--- src/rtl/alu_serial_if.sv ---
// Request/response bundle between the multi-cycle datapath and the digit-serial ALU.
interface alu_serial_if #(
  parameter int WIDTH = 32
);
  logic             start_i;
  logic [3:0]       ALUCtrl_i;
  logic [WIDTH-1:0] src1_i;
  logic [WIDTH-1:0] src2_i;
  logic [WIDTH-1:0] result_o;
  logic             zero_o;
  logic             overflow_o;
  logic             illegal_o;
  logic             busy_o;
  logic             done_o;

  modport master (
    output start_i, ALUCtrl_i, src1_i, src2_i,
    input  result_o, zero_o, overflow_o, illegal_o, busy_o, done_o
  );

  modport slave (
    input  start_i, ALUCtrl_i, src1_i, src2_i,
    output result_o, zero_o, overflow_o, illegal_o, busy_o, done_o
  );
endinterface

--- src/rtl/alu_serial.sv ---
// Digit-serial ALU: processes DIGIT bits per cycle LSB first through a registered
// carry, with a start/busy/done handshake and held result/flag registers.
module alu_serial #(
  parameter int WIDTH = 32,
  parameter int DIGIT = 4
) (
  input  logic       clk_i,
  input  logic       rst_i,
  alu_serial_if.slave bus
);
  localparam int N     = WIDTH / DIGIT;
  localparam int CNT_W = (N > 1) ? $clog2(N) : 1;

  typedef enum logic [1:0] {S_IDLE, S_BUSY, S_DONE} state_e;

  localparam logic [3:0] OP_AND = 4'b0000;
  localparam logic [3:0] OP_OR  = 4'b0001;
  localparam logic [3:0] OP_ADD = 4'b0010;
  localparam logic [3:0] OP_SUB = 4'b0110;
  localparam logic [3:0] OP_SLT = 4'b0111;

  function automatic logic is_legal(input logic [3:0] code);
    return (code == OP_AND) || (code == OP_OR) || (code == OP_ADD) ||
           (code == OP_SUB) || (code == OP_SLT);
  endfunction

  function automatic logic is_sub(input logic [3:0] code);
    return (code == OP_SUB) || (code == OP_SLT);
  endfunction

  state_e           state_q, state_d;
  logic [WIDTH-1:0] a_q, b_q, acc_q;
  logic [3:0]       op_q;
  logic             carry_q;
  logic [CNT_W-1:0] cnt_q;

  logic [WIDTH-1:0] result_q;
  logic             zero_q, ovf_q, illegal_q;

  logic             accept, last_digit;
  logic [DIGIT-1:0] a_d, b_d, b_eff, digit_res;
  logic [DIGIT:0]   sum;
  logic [WIDTH-1:0] acc_next, final_res;
  logic             ovf_raw, final_ovf;

  assign accept     = bus.start_i && (state_q != S_BUSY);
  assign last_digit = (cnt_q == CNT_W'(N - 1));

  always_ff @(posedge clk_i or negedge rst_i) begin
    if (!rst_i) state_q <= S_IDLE;
    else        state_q <= state_d;
  end

  // NOTE: every signal written here gets a default first, so no latch is inferred.
  always_comb begin
    state_d = state_q;
    case (state_q)
      S_BUSY:  if (last_digit) state_d = S_DONE;
      default: begin
        state_d = S_IDLE;
        if (accept) state_d = is_legal(bus.ALUCtrl_i) ? S_BUSY : S_DONE;
      end
    endcase
  end

  always_comb begin
    bus.busy_o = (state_q == S_BUSY);
    bus.done_o = (state_q == S_DONE);
  end

  // One digit slice of the adder/logic unit; the low digit of the shifting operands.
  always_comb begin
    a_d   = a_q[DIGIT-1:0];
    b_d   = b_q[DIGIT-1:0];
    b_eff = is_sub(op_q) ? ~b_d : b_d;
    sum   = {1'b0, a_d} + {1'b0, b_eff} + {{DIGIT{1'b0}}, carry_q};
    case (op_q)
      OP_AND:  digit_res = a_d & b_d;
      OP_OR:   digit_res = a_d | b_d;
      default: digit_res = sum[DIGIT-1:0];
    endcase
    acc_next = (acc_q >> DIGIT) | (WIDTH'(digit_res) << (WIDTH - DIGIT));
    // Same-sign operands producing an opposite-sign sum equals carry-in XOR carry-out of the MSB.
    ovf_raw   = (a_d[DIGIT-1] == b_eff[DIGIT-1]) && (sum[DIGIT-1] != a_d[DIGIT-1]);
    final_res = acc_next;
    if (op_q == OP_SLT) final_res = WIDTH'(acc_next[WIDTH-1] ^ ovf_raw);
    final_ovf = ((op_q == OP_ADD) || (op_q == OP_SUB)) ? ovf_raw : 1'b0;
  end

  // NOTE: operand, carry and counter registers are reset as well, so an aborted op leaves nothing stale.
  always_ff @(posedge clk_i or negedge rst_i) begin
    if (!rst_i) begin
      a_q       <= '0;
      b_q       <= '0;
      acc_q     <= '0;
      op_q      <= '0;
      carry_q   <= 1'b0;
      cnt_q     <= '0;
      result_q  <= '0;
      zero_q    <= 1'b0;
      ovf_q     <= 1'b0;
      illegal_q <= 1'b0;
    end else if (accept) begin
      a_q     <= bus.src1_i;
      b_q     <= bus.src2_i;
      acc_q   <= '0;
      op_q    <= bus.ALUCtrl_i;
      carry_q <= is_sub(bus.ALUCtrl_i);
      cnt_q   <= '0;
      if (!is_legal(bus.ALUCtrl_i)) begin
        result_q  <= '0;
        zero_q    <= 1'b1;
        ovf_q     <= 1'b0;
        illegal_q <= 1'b1;
      end
    end else if (state_q == S_BUSY) begin
      a_q     <= a_q >> DIGIT;
      b_q     <= b_q >> DIGIT;
      acc_q   <= acc_next;
      carry_q <= sum[DIGIT];
      cnt_q   <= cnt_q + CNT_W'(1);
      if (last_digit) begin
        result_q  <= final_res;
        zero_q    <= (final_res == '0);
        ovf_q     <= final_ovf;
        illegal_q <= 1'b0;
      end
    end
  end

  assign bus.result_o   = result_q;
  assign bus.zero_o     = zero_q;
  assign bus.overflow_o = ovf_q;
  assign bus.illegal_o  = illegal_q;
endmodule

--- src/flat_wrapper.sv ---
// flat-port wrapper written by rule: the top's interface ports become plain ports
module alu_serial_flat 
#(
  parameter int WIDTH = 32,
  parameter int DIGIT = 4
)
  (clk_i, rst_i, bus_start_i, bus_ALUCtrl_i, bus_src1_i, bus_src2_i, bus_result_o, bus_zero_o, bus_overflow_o, bus_illegal_o, bus_busy_o, bus_done_o);
  alu_serial_if #(.WIDTH(WIDTH)) bus_i ();
  input  logic clk_i;
  input  logic rst_i;
  input wire logic [$bits(bus_i.start_i)-1:0] bus_start_i;
  input wire logic [$bits(bus_i.ALUCtrl_i)-1:0] bus_ALUCtrl_i;
  input wire logic [$bits(bus_i.src1_i)-1:0] bus_src1_i;
  input wire logic [$bits(bus_i.src2_i)-1:0] bus_src2_i;
  output wire logic [$bits(bus_i.result_o)-1:0] bus_result_o;
  output wire logic [$bits(bus_i.zero_o)-1:0] bus_zero_o;
  output wire logic [$bits(bus_i.overflow_o)-1:0] bus_overflow_o;
  output wire logic [$bits(bus_i.illegal_o)-1:0] bus_illegal_o;
  output wire logic [$bits(bus_i.busy_o)-1:0] bus_busy_o;
  output wire logic [$bits(bus_i.done_o)-1:0] bus_done_o;
  assign bus_i.start_i = bus_start_i;
  assign bus_i.ALUCtrl_i = bus_ALUCtrl_i;
  assign bus_i.src1_i = bus_src1_i;
  assign bus_i.src2_i = bus_src2_i;
  assign bus_result_o = bus_i.result_o;
  assign bus_zero_o = bus_i.zero_o;
  assign bus_overflow_o = bus_i.overflow_o;
  assign bus_illegal_o = bus_i.illegal_o;
  assign bus_busy_o = bus_i.busy_o;
  assign bus_done_o = bus_i.done_o;
  alu_serial #(.WIDTH(WIDTH), .DIGIT(DIGIT)) u_core (.clk_i(clk_i), .rst_i(rst_i), .bus(bus_i));
endmodule
--- config.mk ---
export PLATFORM = sky130hd
export DESIGN_NAME = alu_serial_flat
export DESIGN_NICKNAME = d
export VERILOG_FILES = /design/src/rtl/alu_serial_if.sv /design/src/rtl/alu_serial.sv /design/src/flat_wrapper.sv
export SDC_FILE = /design/constraint.sdc
export NUM_CORES = 1
export LEC_CHECK = 0
export CAP_MARGIN = 20
export CORE_ASPECT_RATIO = 1.75
export CORE_MARGIN = 5
export CORE_UTILIZATION = 38
export CTS_CLUSTER_DIAMETER = 50
export DETAILED_ROUTE_END_ITERATION = 7
export MAX_ROUTING_LAYER = met4
export PLACE_DENSITY = 0.62
export SLEW_MARGIN = 30
export SYNTH_ARGS = -nofsm -noshare
export SYNTH_HDL_FRONTEND = slang
export SYNTH_SLANG_ARGS = --single-unit
--- constraint.sdc ---
create_clock -name clk_i -period 3.7 [get_ports clk_i]
set_input_delay 0.74 -clock clk_i [delete_from_list [all_inputs] [get_ports clk_i]]
set_output_delay 0.74 -clock clk_i [all_outputs]
set_load 0.01 [all_outputs]
==> Yosys cells after proc, flatten, opt, wreduce, memory -nomap -nowiden <==
Cells that the tools add are included.
{ "word_totals": {"output_inout_bits": 37, "reg_bits": 141, "elab_cells": 83} }
{ "op_classes": {"n_eq_ne": 16, "muxes": 33, "reduce_logical": 15, "add_sub_neg": 3, "bitwise_logic": 5} }
{ "ops": {"columns": ["cell", "n"], "rows": [
  ["two-way mux 32 bit", 11],
  ["zero test 32 bit", 1],
  ["OR 28 x 32 -> 32 bit", 1],
  ["equality test 4 x 3 -> 1 bit, second input constant", 4],
  ["two-way mux 1 bit", 14],
  ["equality test 4 x 1 -> 1 bit, second input constant", 2],
  ["equality test 4 x 2 -> 1 bit, second input constant", 2],
  ["zero test 4 bit", 2],
  ["two-way mux 2 bit", 4],
  ["one-hot mux 4 bit (2 select lines)", 1],
  ["logical OR 1 bit", 7],
  ["two-way mux 3 bit", 2],
  ["adder 4 x 4 -> 5 bit", 1],
  ["adder 5 x 1 -> 5 bit", 1],
  ["bitwise AND 4 bit", 1],
  ["two-way mux 4 bit", 1],
  ["!= test 2 x 1 -> 1 bit, second input constant", 2],
  ["inverter 4 bit", 1],
  ["OR 4 bit", 1],
  ["nonzero test 2 bit", 2],
  ["adder 3 x 1 -> 3 bit, second input constant", 1],
  ["equality test 3 bit, second input constant", 1],
  ["AND reduction 3 bit", 1],
  ["equality test 2 x 1 -> 1 bit, second input constant", 1],
  ["6 further kinds", 7]
]} }

==> Depth between registers and ports, before layout <==
{ "depth": {"word_depth": 13, "ltp_mapped": 10, "depth_no_buf": 9} }

==> Worst setup path before layout <==
No wires, ideal clock.
{ "synth_timing": {"path_type": "register -> register", "startpoint": "register u_core.op_q[3]", "endpoint": "register u_core.zero_q (netlist: u_core.bus.zero_o)", "arrival_time_ns": 2.284, "setup_slack_ns": 1.287, "path_stages_with_launch": 10, "path_buffers": 1, "t_required_ns": 3.571, "cell_sequence": "dfrtp_1 > and3b_1 > clkbuf_1 > xnor2_1 > fa_1 > nand3b_1 > and4_1 > or3_1 > mux2i_1 > o22ai_1"} }
{ "synth_between": {"elab_chain_cells": 13, "elab_cells_between_ends": 19, "classes_between": "add/sub: 2; eq/ne: 5; mux: 6; bitwise: 2; reduce/logical: 4"} }
{ "synth_rtl": {"columns": ["item", "line", "source"], "rows": [
  ["start: declaration", "alu_serial.sv:33", "logic [3:0] op_q;"],
  ["start signal: assignment", "alu_serial.sv:107", "op_q <= bus.ALUCtrl_i;"],
  ["equality test 4 x 3 -> 1 bit, on equally long branches", "alu_serial.sv:28, alu_serial.sv:86", null],
  ["logical OR 1 bit", "alu_serial.sv:28", "return (code == OP_SUB) || (code == OP_SLT);"],
  ["two-way mux 4 bit", "alu_serial.sv:75", "b_eff = is_sub(op_q) ? ~b_d : b_d;"],
  ["adder 4 x 4 -> 5 bit", "alu_serial.sv:76", "sum = {1'b0, a_d} + {1'b0, b_eff} + {{DIGIT{1'b0}}, carry_q};"],
  ["adder 5 x 1 -> 5 bit", "alu_serial.sv:76", null],
  ["one-hot mux 4 bit (2 select lines) / != test 1 bit (equally long branches)", "alu_serial.sv:77, alu_serial.sv:84", null],
  ["OR 28 x 32 -> 32 bit / logical AND 1 bit (equally long branches)", "alu_serial.sv:82, alu_serial.sv:84", null],
  ["XOR 1 bit", "alu_serial.sv:86", "if (op_q == OP_SLT) final_res = WIDTH'(acc_next[WIDTH-1] ^ ovf_raw);"],
  ["two-way mux 32 bit (*)", "alu_serial.sv:86", null],
  ["zero test 32 bit (*)", "alu_serial.sv:124", "zero_q <= (final_res == '0);"],
  ["two-way mux 1 bit (*)", "alu_serial.sv:122", "if (last_digit) begin"],
  ["two-way mux 1 bit (*)", "alu_serial.sv:116", "end else if (state_q == S_BUSY) begin"],
  ["two-way mux 1 bit (*)", "alu_serial.sv:103", "end else if (accept) begin"],
  ["end signal: assignment", "alu_serial.sv:124", null],
  ["end: declaration", "alu_serial.sv:38", "logic zero_q, ovf_q, illegal_q;"]
]} }
Every way passes the cells marked *; elsewhere a longest branch is shown, timed or not. The select of a mux whose other input is x is not followed.
A chain may end at the register's enable or synchronous reset.

==> Worst setup path in the final report <==
Ends and elaborated chain as after synthesis.

==> impl.org <==
** Status
- Status :: completed

** Place
- The number of placed instances, taps included, is 839.
- GP Congestion :: 0.786
- Buffers placed on the I/O ports in this run total 107.
- Worst slack after detailed placement :: 0.924 ns
- Once detailed placement completed, the half-perimeter wirelength came to 9.84 mm.

** Power
- Power spread over the standard cell area amounts to 657 nW/um^2.
- Worst vdd rail ir drop :: 0.000281 V
- In this run the static leakage power is 3.66 nW.

** Critical path
- The most critical setup path has its endpoint at u_core.bus.zero_o$_DFFE_PN0P_.
- Worst Setup Start Kind :: flip-flop
- Worst setup slack for register-to-register paths :: 1.08 ns
- Required time of the critical path :: 3.98 ns
- Worst Setup SP :: u_core.op_q[3]$_DFFE_PN0P_
- Along the worst path, the maximum fanout reaches 7.
- The worst setup path is captured at a flip-flop.
- At the worst endpoint, the arrival time is 2.90 ns.
- Worst-case reg-to-reg path depth :: 8
- Critical register-to-register path endpoint :: u_core.bus.zero_o$_DFFE_PN0P_
- The critical path is of the flip-flop to flip-flop type.
- The startpoint identified for the worst register-to-register timing path is u_core.op_q[3]$_DFFE_PN0P_.

** Clock tree
- Buffer depth of the longest clock path :: 2
- Cts bufs inserted :: 17
- Clock Sinks :: 137
- Number of cells upsized or downsized after cts :: 0
- H-tree levels :: 4
- TritonCTS built the clock tree.
- Number of buffers added for setup after CTS :: 0
- Cts-stage hold buffer count :: 0
- Clock root buffer :: sky130_fd_sc_hd__clkbuf_16
- CTS clock-pin slew for the worst setup and hold paths :: 0.06 ns
- Insertion delay to the later sink of the worst-skew pair :: 0.41 ns

** Final layout
- Final antenna diode count :: 0
- The sequential cells in the finished layout cover a total of 3430 sq um.
- Relative to the synthesized area, the layout overhead comes to 29.4%.
- The post-route netlist has 6.89% of its cells at a drive strength greater than 1.
- The filler cells instantiated in the layout total 1,439.
- The multi-input combinational cells in the finished layout cover a total of 2540 sq um.
- Non-filler instance count after layout :: 871
- Share of the core filled with cells in the final layout :: 50.2%
- Nets@finish :: 748

** STA
- Setup repair after global routing left no endpoint under its margin.
- For this run, the top clock speed supported by timing is 0.382 GHz.
- The final critical path takes up 70.8% of the cycle.
- Setup Viol. Count Final :: 0
- The number of failing hold endpoints at the final stage was 0.
- Worst-case clock skew :: 0.00915 ns
- Adding up every negative setup slack in the final design gives 0 ns.
- Clock period minus final worst setup slack :: 2.62 ns
- Once routing completed, OpenROAD measured the worst setup slack at 1.08 ns.
- The count of final max-slew check failures came to 0.
- For the pin with the worst max-slew slack, the measured transition is 0.844 ns.
- In this run the tightest slew margin relative to its limit is 43.7%.

** Drt
- In the routed design, unresolved DRC markers number 0.
- Wire length per cell :: 16.3 um
- Wires add up to 14.2 mm.
- Before antenna repair, the detailed router went through 5 iterations.
- In this run the remaining antenna-violating nets after routing total 0.
- Across all layers, the routed design uses 4,514 vias.
- DRT iter0 DRCs :: 175
- Number of vias per cell after detailed routing :: 5.18

** Logic synthesis
- Post-synth top area share :: 55.4%
- The synthesized design contains 137 register bits.
- Of the synthesized area, sequential elements account for 55.4%.
- sky130_fd_sc_hd__dfrtp_1 takes more of the synthesized area than any other cell.
- Count leader, synth :: sky130_fd_sc_hd__dfrtp_1
- Number of instances in the synthesized netlist :: 578
- Post-synthesis async set-or-reset flop share :: 100%
- Counting instances in the post-synthesis netlist gives the leading cell types as sky130_fd_sc_hd__dfrtp_1 (137), sky130_fd_sc_hd__nand2_1 (118), sky130_fd_sc_hd__o21ai_0 (70), sky130_fd_sc_hd__mux2i_1 (65), sky130_fd_sc_hd__nand3b_1 (33).
- In this run, synthesis inferred 0 flip-flops with an integrated enable.
- After synthesis, the cell types taking the most area are sky130_fd_sc_hd__dfrtp_1 (55%), sky130_fd_sc_hd__mux2i_1 (11%), sky130_fd_sc_hd__nand2_1 (7.2%), sky130_fd_sc_hd__o21ai_0 (5.7%), sky130_fd_sc_hd__nand3b_1 (4.0%).
- Cell Area, Synth :: 6180 sq um
- Synthesis produced a netlist with a net count of 657.
- The Yosys step of the flow raised 0 warnings.
- Synthesis instantiated 45 different standard cells from the library.
- Synth Flop Type :: sky130_fd_sc_hd__dfrtp_1
- Dividing the synthesized area by the synthesized cell count gives 10.7 sq um.

** GRT
- Overall routing resource usage :: 16.0%
- Remaining Overflow, GRT :: 0
- Global-route wire length before repair :: 23.5 mm
- The number of antenna violations at the first check in global routing came to 0.
- Largest net degree at the start of global routing :: 102
- The number of global-route vias before repair came to 4,697.

** Floorplan
- Placeable Area :: 16,000 sq um
- Once the floorplan was initialized, standard cells occupied 38.8% of the core.
- Chip height :: 179 um
- Row generation in the floorplan step produced 61 rows.
- The die covers 19,000 sq um.
- Top Ports :: 108
- Die width :: 106 um

** Min path
- Class of the tightest hold or removal check :: input pin to async pin

** Job
- Total of max-cap violations :: 0
## cell families (layout without fill, tap and decap cells)
logic type      Yosys count  in the layout  synth area share (%)
compound gates          117            117                  12.0
simple gates            195            195                  15.2
fa+ha+maj                 9              9                  2.02
buf+inv                  47            151                  3.64
mux                      68             68                  11.1
flops                   137            137                  55.4
xor+xnor                  5              5                 0.708
## power by group
group | internal [mW] | switching, mW
Combinational | 0.523 | 0.734
Clock | 1.15 | 0.685
Sequential | 1.87 | 0.292
Total | 3.55 | 1.71
## cell type report
class                   count  area share [%]
flip-flops and latches    137            42.8
multi-input cells         394            31.7
repair buffers            112            14.1
clock buffers              18            5.36
well taps                 189            2.95
clock inverters            14            2.61
inverters                   7           0.391
## per-stage QoR
stage / power, mW / hold WS [ns] / cell area (sq um)
CTS: 5.33 / 0.376 / 8000
global route: 5.60 / 0.402 / 8000
floorplan: 3.04 / 0.444 / 6180
finish: 5.26 / 0.352 / 8000
global placement: 3.40 / 0.464 / 7360
detailed placement: 3.46 / 0.468 / 7370
## cells in the final DEF (no fill, tap or decap), types with 7 or more instances in the layout
cell                              Yosys  layout
sky130_fd_sc_hd__mux2i_1             65      65
sky130_fd_sc_hd__dfrtp_1            137     137
sky130_fd_sc_hd__a22o_1              28      28
sky130_fd_sc_hd__nand2_1            118     118
sky130_fd_sc_hd__nor2_1              16      16
sky130_fd_sc_hd__nand3b_1            33      33
sky130_fd_sc_hd__nor4_1               7       7
sky130_fd_sc_hd__clkbuf_16            0      17
sky130_fd_sc_hd__clkdlybuf4s50_1      0     105
sky130_fd_sc_hd__o21ai_0             70      70
## critical path: stages (launching register included)
cell	delay, ns
sky130_fd_sc_hd__dfrtp_1	0.44
sky130_fd_sc_hd__and3b_1	0.40
sky130_fd_sc_hd__xnor2_1	0.13
sky130_fd_sc_hd__fa_1	0.44
sky130_fd_sc_hd__nand3b_1	0.23
sky130_fd_sc_hd__and4_1	0.25
sky130_fd_sc_hd__or3_1	0.30
sky130_fd_sc_hd__mux2i_1	0.19
sky130_fd_sc_hd__o22ai_1	0.11
## flip-flops by register name, indices dropped and copies added (netlist names)
name and flops:
u_core.bus.overflow_o 1, u_core.bus.illegal_o 1, u_core.cnt_q 3, u_core.bus.zero_o 1
u_core.state_q 2, u_core.bus.result_o 32, u_core.carry_q 1, u_core.a_q 32
u_core.b_q 32, u_core.acc_q 28, u_core.op_q 4
## how the worst min path moves through the flow
| stage | to | slack [ns] | depth (start not counted) |
|---|---|---|---|
| floorplan | u_core.a_q[0]$_DFFE_PN0P_ | 0.44 | 0 |
| global placement | u_core.a_q[24]$_DFFE_PN0P_ | 0.46 | 2 |
| detailed placement | u_core.b_q[1]$_DFFE_PN0P_ | 0.47 | 2 |
| CTS | u_core.op_q[1]$_DFFE_PN0P_ | 0.38 | 1 |
| global route | u_core.op_q[1]$_DFFE_PN0P_ | 0.40 | 1 |
| finish | u_core.op_q[1]$_DFFE_PN0P_ | 0.35 | 1 |
## per-layer routing
metal | global-route usage, % | wire, um | share of wire (%)
met1 | 18.3 | 5980 | 42
met2 | 27.9 | 7440 | 53
met3 | 3.42 | 506 | 3.6
met4 | 5.33 | 242 | 1.7
met5 | - | 0 | 0
(Power assumes the default switching activity.)
